**config.mk**
```make
export PLATFORM = sky130hd
export DESIGN_NAME = hilo_mul_ctrl_flat
export DESIGN_NICKNAME = d
export VERILOG_FILES = /design/src/rtl/hilo_mul_ctrl_if.sv /design/src/rtl/hilo_mul_ctrl.sv /design/src/flat_wrapper.sv
export SDC_FILE = /design/constraint.sdc
export NUM_CORES = 1
export LEC_CHECK = 0
export ABC_CLOCK_PERIOD_IN_PS = 4000
export CAP_MARGIN = 5
export CORE_MARGIN = 1
export CORE_UTILIZATION = 48
export CTS_CLUSTER_SIZE = 14
export DETAILED_ROUTE_END_ITERATION = 12
export PLACE_DENSITY = 0.78
export RECOVER_POWER = 100
export SETUP_SLACK_MARGIN = 0.15
export SLEW_MARGIN = 10
export SYNTH_ARGS = -nofsm -noshare
export SYNTH_HDL_FRONTEND = slang
export SYNTH_SLANG_ARGS = --single-unit
```
**constraint.sdc**
```tcl
create_clock -name clk -period 4 [get_ports clk]
set_clock_uncertainty 0.2 [all_clocks]
set_input_delay 0.8 -clock clk [delete_from_list [all_inputs] [get_ports clk]]
set_output_delay 0.8 -clock clk [all_outputs]
set_load 0.02 [all_outputs]
```
**src/rtl/hilo_mul_ctrl_if.sv**
```systemverilog
// HI/LO multiply controller bus: CPU request side plus the Mul32 operand/product link.
// The master drives requests and models Mul32; the slave is the controller.
interface hilo_mul_ctrl_if #(
   parameter int W = 32
);
   logic           start;
   logic           op_signed;
   logic [W-1:0]   a;
   logic [W-1:0]   b;
   logic           hi_we;
   logic           lo_we;
   logic [W-1:0]   wdata;
   logic [W-1:0]   mul_a;
   logic [W-1:0]   mul_b;
   logic [2*W-1:0] mul_prod;
   logic [W-1:0]   hi;
   logic [W-1:0]   lo;
   logic           busy;
   logic           done;

   modport master (
      output start, op_signed, a, b, hi_we, lo_we, wdata, mul_prod,
      input  mul_a, mul_b, hi, lo, busy, done
   );

   modport slave (
      input  start, op_signed, a, b, hi_we, lo_we, wdata, mul_prod,
      output mul_a, mul_b, hi, lo, busy, done
   );
endinterface

```
**src/rtl/hilo_mul_ctrl.sv**
```systemverilog
// HI/LO multiply controller: feeds magnitudes to an unsigned Mul32,
// sign-fixes the captured product and owns the HI/LO pair.
module hilo_mul_ctrl #(
   parameter int W = 32
) (
   input  logic          clk,
   input  logic          rst,
   hilo_mul_ctrl_if.slave bus
);
   typedef enum logic [1:0] {
      IDLE,
      CALC,
      FIX
   } state_t;

   state_t         state_q, state_d;
   logic [W-1:0]   hi_q, hi_d;
   logic [W-1:0]   lo_q, lo_d;
   logic [W-1:0]   mul_a_q, mul_a_d;
   logic [W-1:0]   mul_b_q, mul_b_d;
   logic [2*W-1:0] prod_q, prod_d;
   logic           neg_q, neg_d;
   logic           done_q, done_d;

   logic [W-1:0]   a_neg, b_neg;
   logic [2*W-1:0] prod_neg;

   assign a_neg    = -bus.a;
   assign b_neg    = -bus.b;
   assign prod_neg = ~prod_q + 1'b1;

   always_comb begin
      state_d = state_q;
      hi_d    = hi_q;
      lo_d    = lo_q;
      mul_a_d = mul_a_q;
      mul_b_d = mul_b_q;
      prod_d  = prod_q;
      neg_d   = neg_q;
      done_d  = 1'b0;
      unique case (state_q)
         IDLE: begin
            if (bus.hi_we) hi_d = bus.wdata;
            if (bus.lo_we) lo_d = bus.wdata;
            if (bus.start) begin
               // 0x8000_0000 negates to itself, which is its correct unsigned magnitude
               mul_a_d = (bus.op_signed && bus.a[W-1]) ? a_neg : bus.a;
               mul_b_d = (bus.op_signed && bus.b[W-1]) ? b_neg : bus.b;
               neg_d   = bus.op_signed & (bus.a[W-1] ^ bus.b[W-1]);
               state_d = CALC;
            end
         end
         CALC: begin
            prod_d  = bus.mul_prod;
            state_d = FIX;
         end
         FIX: begin
            {hi_d, lo_d} = neg_q ? prod_neg : prod_q;
            done_d       = 1'b1;
            state_d      = IDLE;
         end
         default: state_d = IDLE;
      endcase
   end

   always_ff @(posedge clk) begin
      if (rst) begin
         state_q <= IDLE;
         hi_q    <= '0;
         lo_q    <= '0;
         mul_a_q <= '0;
         mul_b_q <= '0;
         prod_q  <= '0;
         neg_q   <= 1'b0;
         done_q  <= 1'b0;
      end else begin
         state_q <= state_d;
         hi_q    <= hi_d;
         lo_q    <= lo_d;
         mul_a_q <= mul_a_d;
         mul_b_q <= mul_b_d;
         prod_q  <= prod_d;
         neg_q   <= neg_d;
         done_q  <= done_d;
      end
   end

   assign bus.mul_a = mul_a_q;
   assign bus.mul_b = mul_b_q;
   assign bus.hi    = hi_q;
   assign bus.lo    = lo_q;
   assign bus.busy  = (state_q != IDLE);
   assign bus.done  = done_q;
endmodule

```
**src/flat_wrapper.sv**
```systemverilog
// flat-port wrapper written by rule: the top's interface ports become plain ports
module hilo_mul_ctrl_flat 
#(
   parameter int W = 32
)
  (clk, rst, bus_start, bus_op_signed, bus_a, bus_b, bus_hi_we, bus_lo_we, bus_wdata, bus_mul_prod, bus_mul_a, bus_mul_b, bus_hi, bus_lo, bus_busy, bus_done);
  hilo_mul_ctrl_if #(.W(W)) bus_i ();
  input  logic clk;
  input  logic rst;
  input wire logic [$bits(bus_i.start)-1:0] bus_start;
  input wire logic [$bits(bus_i.op_signed)-1:0] bus_op_signed;
  input wire logic [$bits(bus_i.a)-1:0] bus_a;
  input wire logic [$bits(bus_i.b)-1:0] bus_b;
  input wire logic [$bits(bus_i.hi_we)-1:0] bus_hi_we;
  input wire logic [$bits(bus_i.lo_we)-1:0] bus_lo_we;
  input wire logic [$bits(bus_i.wdata)-1:0] bus_wdata;
  input wire logic [$bits(bus_i.mul_prod)-1:0] bus_mul_prod;
  output wire logic [$bits(bus_i.mul_a)-1:0] bus_mul_a;
  output wire logic [$bits(bus_i.mul_b)-1:0] bus_mul_b;
  output wire logic [$bits(bus_i.hi)-1:0] bus_hi;
  output wire logic [$bits(bus_i.lo)-1:0] bus_lo;
  output wire logic [$bits(bus_i.busy)-1:0] bus_busy;
  output wire logic [$bits(bus_i.done)-1:0] bus_done;
  assign bus_i.start = bus_start;
  assign bus_i.op_signed = bus_op_signed;
  assign bus_i.a = bus_a;
  assign bus_i.b = bus_b;
  assign bus_i.hi_we = bus_hi_we;
  assign bus_i.lo_we = bus_lo_we;
  assign bus_i.wdata = bus_wdata;
  assign bus_i.mul_prod = bus_mul_prod;
  assign bus_mul_a = bus_i.mul_a;
  assign bus_mul_b = bus_i.mul_b;
  assign bus_hi = bus_i.hi;
  assign bus_lo = bus_i.lo;
  assign bus_busy = bus_i.busy;
  assign bus_done = bus_i.done;
  hilo_mul_ctrl #(.W(W)) u_core (.clk(clk), .rst(rst), .bus(bus_i));
endmodule
```
Yosys cells after proc, flatten, opt, wreduce, memory -nomap -nowiden --
Index checks and enable logic that the tools add are counted. W data, S select, Z words.
Storage, ports and cells: register bits 196, bits of input ports 166, output and inout bits 130, word-level logic and storage cells 37
Operators by class: $add $sub $neg 3, equal/unequal tests 5, muxes and demuxes 10, bitwise gates (word level) 3, reductions and logical operators 8
Operators with widths (number):
- $mux W32 | 4
- $pmux W32 S2 | 2
- $add A64 B1 Y64 const B | 1
- $mux W64 | 1
- $neg A32 Y32 | 2
- $not A64 Y64 | 1
- $ne A2 B2 Y1 const B | 3
- $reduce_and A2 Y1 | 3
- $pmux W2 S2 | 1
- $reduce_bool A2 Y1 | 2
- $eq A2 B1 Y1 const B | 1
- $eq A2 B2 Y1 const B | 1
- $logic_and A1 B1 Y1 | 2
- $logic_not A2 Y1 | 1
- $mux W2 | 1
- $and A1 B1 Y1 | 1
- $mux W1 | 1
- $xor A1 B1 Y1 | 1

Longest topological paths before layout --
Gate-level depths: netlist (run 1).
depth in word-level cells 4, gate-level depth with buffers 9, mapped depth without buffers 8

Worst setup path before layout (run 1) --
No wires, ideal clock.
kind input to register, from input bus_b[22], to register u_core.mul_b_q[29], in the netlist u_core.bus.mul_b[29], setup time 0.122 ns, arrival time 2.684 ns, data required time 3.678 ns, setup slack 0.994 ns, stages on the path 6, path buffers 0, path through or4_1 -> or3_1 -> or3b_1 -> nor4_1 -> nor4_1 -> a311o_1
Between the ends: longest elaborated chain between the ends 2
RTL lines:
- start, declared | RTL line flat_wrapper.sv:13 | input wire logic [$bits(bus_i.b)-1:0] bus_b;
- $neg A32 Y32 | RTL line hilo_mul_ctrl.sv:29 | assign b_neg = -bus.b;
- $mux W32 | RTL line hilo_mul_ctrl.sv:48 | mul_b_d = (bus.op_signed && bus.b[W-1]) ? b_neg : bus.b;
- end signal, assigned | RTL line hilo_mul_ctrl.sv:81 | mul_b_q <= mul_b_d;
- end, declared | RTL line hilo_mul_ctrl.sv:20 | logic [W-1:0] mul_b_q, mul_b_d;
Every way passes these cells. A chain may end at the register's enable or synchronous reset.

Worst setup path in the final report (run 1) --
from register u_core.prod_q[2], to register u_core.hi_q[22], in the netlist u_core.bus.hi[22]
Between the ends: longest elaborated chain between the ends 4
RTL lines:
- start, declared | RTL line hilo_mul_ctrl.sv:21 | logic [2*W-1:0] prod_q, prod_d;
- start signal, assigned | RTL line hilo_mul_ctrl.sv:82 | prod_q <= prod_d;
- $not A64 Y64 | RTL line hilo_mul_ctrl.sv:30 | assign prod_neg = ~prod_q + 1'b1;
- $add A64 B1 Y64 | RTL line hilo_mul_ctrl.sv:30
- $mux W64 | RTL line hilo_mul_ctrl.sv:58 | {hi_d, lo_d} = neg_q ? prod_neg : prod_q;
- $pmux W32 S2 | RTL line hilo_mul_ctrl.sv:41 | unique case (state_q)
- end signal, assigned | RTL line hilo_mul_ctrl.sv:78 | hi_q <= hi_d;
- end, declared | RTL line hilo_mul_ctrl.sv:17 | logic [W-1:0] hi_q, hi_d;
Every way passes these cells.

==> results of run 1 <==
flip-flops by register name (all words and copies together) (netlist names):
| name | cells |
|---|---|
| u_core.prod_q | 64 |
| u_core.bus.hi | 32 |
| u_core.bus.lo | 32 |
| u_core.bus.mul_a | 32 |
| u_core.bus.mul_b | 32 |
| u_core.state_q | 2 |
| u_core.bus.done | 1 |
| u_core.neg_q | 1 |
worst reg2reg max path, cell delays in order, from the launching register on:
cell      delay (ns)
dfxtp_1         0.39
or4_1           0.61
or4_1           0.70
or4_1           0.70
o41ai_1         0.54
xor2_1          0.13
a221oi_1        0.26
power breakdown:
| part | total, mW | switching [mW] | internal [mW] |
|---|---|---|---|
| clock | 1.74 | 0.828 | 0.917 |
| sequential | 2.21 | 0.120 | 2.09 |
| combinational | 1.31 | 0.751 | 0.561 |
routing by layer:
metal / part of all wire / track usage / up-vias / routed length, µm
met3: 0.081 / 0.0623 / 91 / 2920
met2: 0.45 / 0.519 / 541 / 16400
met4: 0.045 / 0.151 / 0 / 1620
li1: - / - / 5291 / -
met1: 0.42 / 0.423 / 5013 / 15200
met5: 0 / 0 / - / 0
final cells by class:
type                       count  area (µm²)  share of cell area
inverter                      12        45.0             0.00324
multi-input combinational   1032        5870               0.422
clock buffer                  19         453              0.0325
timing repair buffer         321        3140               0.226
clock inverter                13         143              0.0102
antenna                        3        7.51            0.000539
tap                          270         338              0.0243
sequential                   196        3930               0.282
per-stage QoR:
| step | total power [mW] | utilization | hold slack [ns] | setup slack [ns] |
|---|---|---|---|---|
| 2_1_floorplan | 2.96 | - | 0.261 | 0.994 |
| 6_report | 5.27 | 0.679 | 0.253 | 0.387 |
| 3_3_place_gp | 3.59 | 0.652 | 0.240 | 0.415 |
| 3_5_place_dp | 3.61 | 0.652 | 0.251 | 0.318 |
| 5_1_grt | 5.49 | 0.679 | 0.270 | 0.329 |
| 4_1_cts | 5.33 | 0.681 | 0.261 | 0.647 |
path summary, 6_finish.rpt:
kind / from / to / slack (ns) / cells past startpoint
max reg2reg: u_core.prod_q[2] / u_core.bus.hi[22] / 0.39 / 6
max: u_core.prod_q[2] / u_core.bus.hi[22] / 0.39 / 6
min: u_core.bus.mul_b[8] / u_core.bus.mul_b[8] / 0.25 / 2
min reg2reg: u_core.bus.mul_b[8] / u_core.bus.mul_b[8] / 0.25 / 2
kinds of logic (layout without fill, tap and decap cells):
kind of cell,count (synthesis),after routing,share of synthesized area
AOI/OAI and AO/OA,362,362,0.227
buffers and inverters,107,365,0.0395
adders and majority gates,3,3,0.00368
DFF,196,196,0.385
and+or+nand+nor,564,564,0.255
xor gates and xnor gates,91,91,0.0782
muxes,12,12,0.0119
other,0,3,0
layout by cell type, fill, tap and decap left out, drive strengths merged, types with 10 or more instances in the layout:
cell type,n
dlygate4sd3,138
nor3,43
inv,18
buf,18
nand3,21
nor2,155
o21ai,56
or4,18
clkdlybuf4s50,156
o31ai,20
a21oi,127
or3,22
nor4,22
a31oi,10
mux2i,11
o41ai,16
xnor2,48
nand4,13
nand2b,14
xor2,43
a211oi,58
dfxtp,196
nand2,211
o22ai,12
clkbuf,28
and3,12
==> flow_summary.yaml, run 1 <==
critical_path:
  cpMaxStageDelayCell: "or4_1"
  critical-path-top-delay-family: "simple AND/OR/NAND/NOR gates"
  cp_max_fo: 13
  crit_type: "flip-flop to flip-flop"
  crit_path_end_kind: "flip-flop"
  crit_chain: "or4_1 -> or4_1 -> or4_1 -> o41ai_1 -> xor2_1 -> a221oi_1"
  crit_top_cell: "or4_1"
  critPathRequiredTime_ns: 4.14
  start_kind: "flip-flop"
  crit_arrival_ns: 3.75
  slowest_delay_ns: 0.70
  critPathBufInv: 0
yosys:
  avgSynthCellArea_um2: 7.63
  synth_ff_type: "dfxtp_1"
  synth-edff-count: 0
  synth_common_cells: "nand2_1 (211), dfxtp_1 (196), nor2_1 (155)"
  synth.area.top_cells: "dfxtp_1 (39%), nand2_1 (7.8%), a21oi_1 (6.2%)"
  yosysWarnings: 0
  async_reset_ff_frac: 0
  yosysTopAreaCell: "dfxtp_1"
  synth-seq-cells: 196
  syn_area_um2: 10200
  synthCells: 1335
  yosysMostFrequentCell: "nand2_1"
  yosysTopAreaCellShare: 0.385
  syn_nets: 1504
  yosysSeqAreaShare: 0.385
  synth_cell_types: 62
clock_network:
  post_cts_buffers: 0
  cts_resized: 0
  hold_buffers: 0
  cts_tree: "done"
  clockBufferDepth: 2
  cts_root_buffer: "clkbuf_16"
  numClockSinks: 196
  cts_buffers: 17
  h-tree-depth: 4
  clk_pin_slew_ns: 0.07
  clk_latency_ns: 0.44
power_and_ir_drop:
  ir_drop_uv: 252
  p_leak_nw: 5.26
  p_per_area_nw_per_um2: 379
finish:
  drive_above_1_share: 0.0389
  nNetsFinal: 1749
  final_area_um2: 13900
  fill_cells: 1841
  area_growth_pct: 36.6
  final_cell_count_no_fill: 1866
drt:
  dr.pass1.iters: 5
  num_vias: 10936
  drc: 0
  drt_iter0_markers: 893
  post_drt_wl_per_cell_um: 19.4
  vias_per_cell: 5.86
  ant_nets: 0
  routed_wl_mm: 36.1
grt:
  grt_pass1_wl_mm: 55.5
  overflow: 0
  grt_usage: 0.325
  grt_pass1_vias: 9966
  antenna_found_initial: 2
  grt_max_degree: 98
placement:
  dpl_cell_area_um2: 13400
  numPortBuffers: 295
  dp.cells: 1831
  place_hpwl_mm: 27.0
  gp_congestion: 0.951
timing:
  period_minus_slack_ns: 3.61
  max_slew_margin: -0.158
  hold_viol_final: 0
  rsz0062_at_grt: "no"
  max_freq_ghz: 0.277
  finalSetupViolCount: 0
  finalSetupTns_ns: 0
  tightest_slew_ns: 1.74
  finalCritPeriodShare: 0.903
  maxSlewViolCount: 70
floorplanning:
  io_pins: 296
  initial_core_util: 0.497
  dieArea_um2: 21800
  dieHeight_um: 148
  die_w_um: 148
  fp-row-count: 52
  coreArea_um2: 20500
min_path:
  hp-class: "flip-flop to flip-flop"
run_status:
  status: "finished, violations left"
  violations: "max-capacitance violations, max-slew violations"
run:
  cap_violations: 2
No activity file was read; power rests on OpenSTA's default activity.
==> run 2: changes to the inputs <==
--- a/config.mk
+++ b/config.mk
@@ -8,10 +8,12 @@
 export ABC_CLOCK_PERIOD_IN_PS = 4000
 export CAP_MARGIN = 5
 export CORE_MARGIN = 1
-export CORE_UTILIZATION = 48
+export CORE_UTILIZATION = 50
+export CTS_BUF_LIST = sky130_fd_sc_hd__clkbuf_4 sky130_fd_sc_hd__clkbuf_8
 export CTS_CLUSTER_SIZE = 14
 export DETAILED_ROUTE_END_ITERATION = 12
-export PLACE_DENSITY = 0.78
+export GPL_ROUTABILITY_DRIVEN = 0
+export PLACE_DENSITY = 0.81
 export RECOVER_POWER = 100
 export SETUP_SLACK_MARGIN = 0.15
 export SLEW_MARGIN = 10
==> run 2 against run 1 <==
  * The run still ends with max-capacitance violations, max-slew violations left
  * Cell count shrank 0.54%
  * Largest power group unchanged
  * Combinational power hardly changed
  * Critical path type unchanged
  * Sequential power about the same
  * Critical path depth did not move
  * Sequential cell count did not move
  * Register-to-register slack improved by 0.06 ns
  * First-iteration DRC count is 17% higher
==> flow_summary.yaml, run 2 (same netlist as run 1, synthesis figures left out) <==
run_status:
  status: "finished, violations left"
  violations: "max-capacitance violations, max-slew violations"
clock_network:
  numClockSinks: 196
  h-tree-depth: 4
  cts_buffers: 17
  clk_pin_slew_ns: 0.10
  clockBufferDepth: 2
  cts_resized: 0
  cts_tree: "done"
  cts_root_buffer: "clkbuf_8"
  post_cts_buffers: 0
  hold_buffers: 0
  clk_latency_ns: 0.47
floorplanning:
  coreArea_um2: 19700
  dieArea_um2: 21000
  fp-row-count: 51
  io_pins: 296
  initial_core_util: 0.517
  die_w_um: 145
  dieHeight_um: 145
finish:
  largest_register: "u_core.prod_q"
  largest_reg_flops: 64
  final_common_cell: "nand2_1"
  antenna_cells: 0
  nNetsFinal: 1747
  fin_util: 0.694
  area_growth_pct: 34.4
  final_cell_mix: "nand2_1 (211), dfxtp_1 (195), clkdlybuf4s50_1 (158), nor2_1 (155), dlygate4sd3_1 (136)"
  fill_cells: 1691
  drive_above_1_share: 0.0390
  final_area_um2: 13700
drt:
  vias_per_cell: 5.92
  dr.pass1.iters: 6
  routed_wl_mm: 35.3
  post_drt_wl_per_cell_um: 19.0
  drc: 0
  num_vias: 10989
  drt_iter0_markers: 1044
  ant_nets: 0
critical_path:
  critPathLaunch: "u_core.prod_q[2]"
  crit_path_end_kind: "flip-flop"
  start_kind: "flip-flop"
  critPathRequiredTime_ns: 4.13
  r2r_start: "u_core.prod_q[2]"
  regToRegEndpoint: "u_core.bus.hi[30]"
  cp_max_fo: 13
  crit_arrival_ns: 3.68
  crit_type: "flip-flop to flip-flop"
  r2r_cells: 6
  rrSetupSlack_ns: 0.45
  endpoint: "u_core.bus.hi[30]"
grt:
  grt_pass1_vias: 9809
  antenna_found_initial: 1
  grt_max_degree: 80
  overflow: 0
  grt_pass1_wl_mm: 54.1
  grt_usage: 0.337
timing:
  hold_viol_final: 0
  setup_ws_ns: 0.446
  max_freq_ghz: 0.281
  finalSetupViolCount: 0
  period_minus_slack_ns: 3.55
  finalCritPeriodShare: 0.888
  max_slew_margin: -0.0983
  tightest_slew_ns: 1.65
  maxSlewViolCount: 29
  rsz0062_at_grt: "no"
  finalSetupTns_ns: 0
power_and_ir_drop:
  ir_drop_uv: 242
  p_leak_nw: 5.16
  p_per_area_nw_per_um2: 360
placement:
  dpl_cell_area_um2: 13300
  dp_slack_ns: 0.370
  place_hpwl_mm: 25.9
  numPortBuffers: 295
min_path:
  hp-class: "flip-flop to flip-flop"
run:
  cap_violations: 1
run 2: cell count changes in the layout (fill, tap and decap cells not counted), sizes merged:
cell,previous run,this run
buf,18,15
clkinv,5,0
clkdlybuf4s50,156,158
dlygate4sd3,138,136
bufinv,1,3
clkinvlp,1,6
clkbuf,28,27
diode,3,0
run 2: metal layers:
metal  global-route usage  share of wire  wire length, µm
met1                0.428           0.39            13900
met2                0.544           0.45            16100
met3               0.0694           0.10             3560
met4                0.163          0.049             1740
met5                    0        0.00043               15
run 2: worst min-delay path by stage:
| stage | from | endpoint | slack (ns) | cells after the start |
|---|---|---|---|---|
| floorplan | u_core.prod_q[46] | u_core.prod_q[46] | 0.26 | 2 |
| global placement | u_core.bus.mul_b[8] | u_core.bus.mul_b[8] | 0.24 | 2 |
| detailed placement | u_core.bus.lo[11] | u_core.bus.lo[11] | 0.25 | 2 |
| CTS | u_core.bus.lo[1] | u_core.bus.lo[1] | 0.26 | 2 |
| global route | u_core.bus.mul_a[0] | u_core.bus.mul_a[0] | 0.27 | 2 |
| finish | u_core.bus.lo[1] | u_core.bus.lo[1] | 0.26 | 2 |
run 2: final cells by class:
cell class,count,area [µm²],area share
clock buffer,17,234,0.0171
clock inverter,15,195,0.0143
inverter,12,45.0,0.00329
multi-input combinational,1032,5860,0.428
sequential,196,3930,0.287
tap,265,332,0.0242
timing repair buffer,319,3100,0.227
run 2: power by group:
group / internal (mW) / total (mW) / switching (mW)
Sequential: 2.09 / 2.21 / 0.117
Clock: 0.636 / 1.40 / 0.768
Combinational: 0.558 / 1.31 / 0.753
run 2: through the flow:
stage / hold WS (ns) / instances / total power [mW]
2_1_floorplan: 0.261 / 1335 / 2.96
3_3_place_gp: 0.239 / 1824 / 3.58
3_5_place_dp: 0.248 / 1824 / 3.60
4_1_cts: 0.263 / 1856 / 4.97
5_1_grt: 0.269 / 1856 / 5.14
6_report: 0.258 / 1856 / 4.93
run 2: worst max-delay path, cell delays in order, from the launching register on:
cell and delay (ns):
dfxtp_1 0.38, or4_1 0.60, or4_1 0.70, or4_1 0.68, or4b_1 0.59, mux2i_1 0.17
a21oi_1 0.08
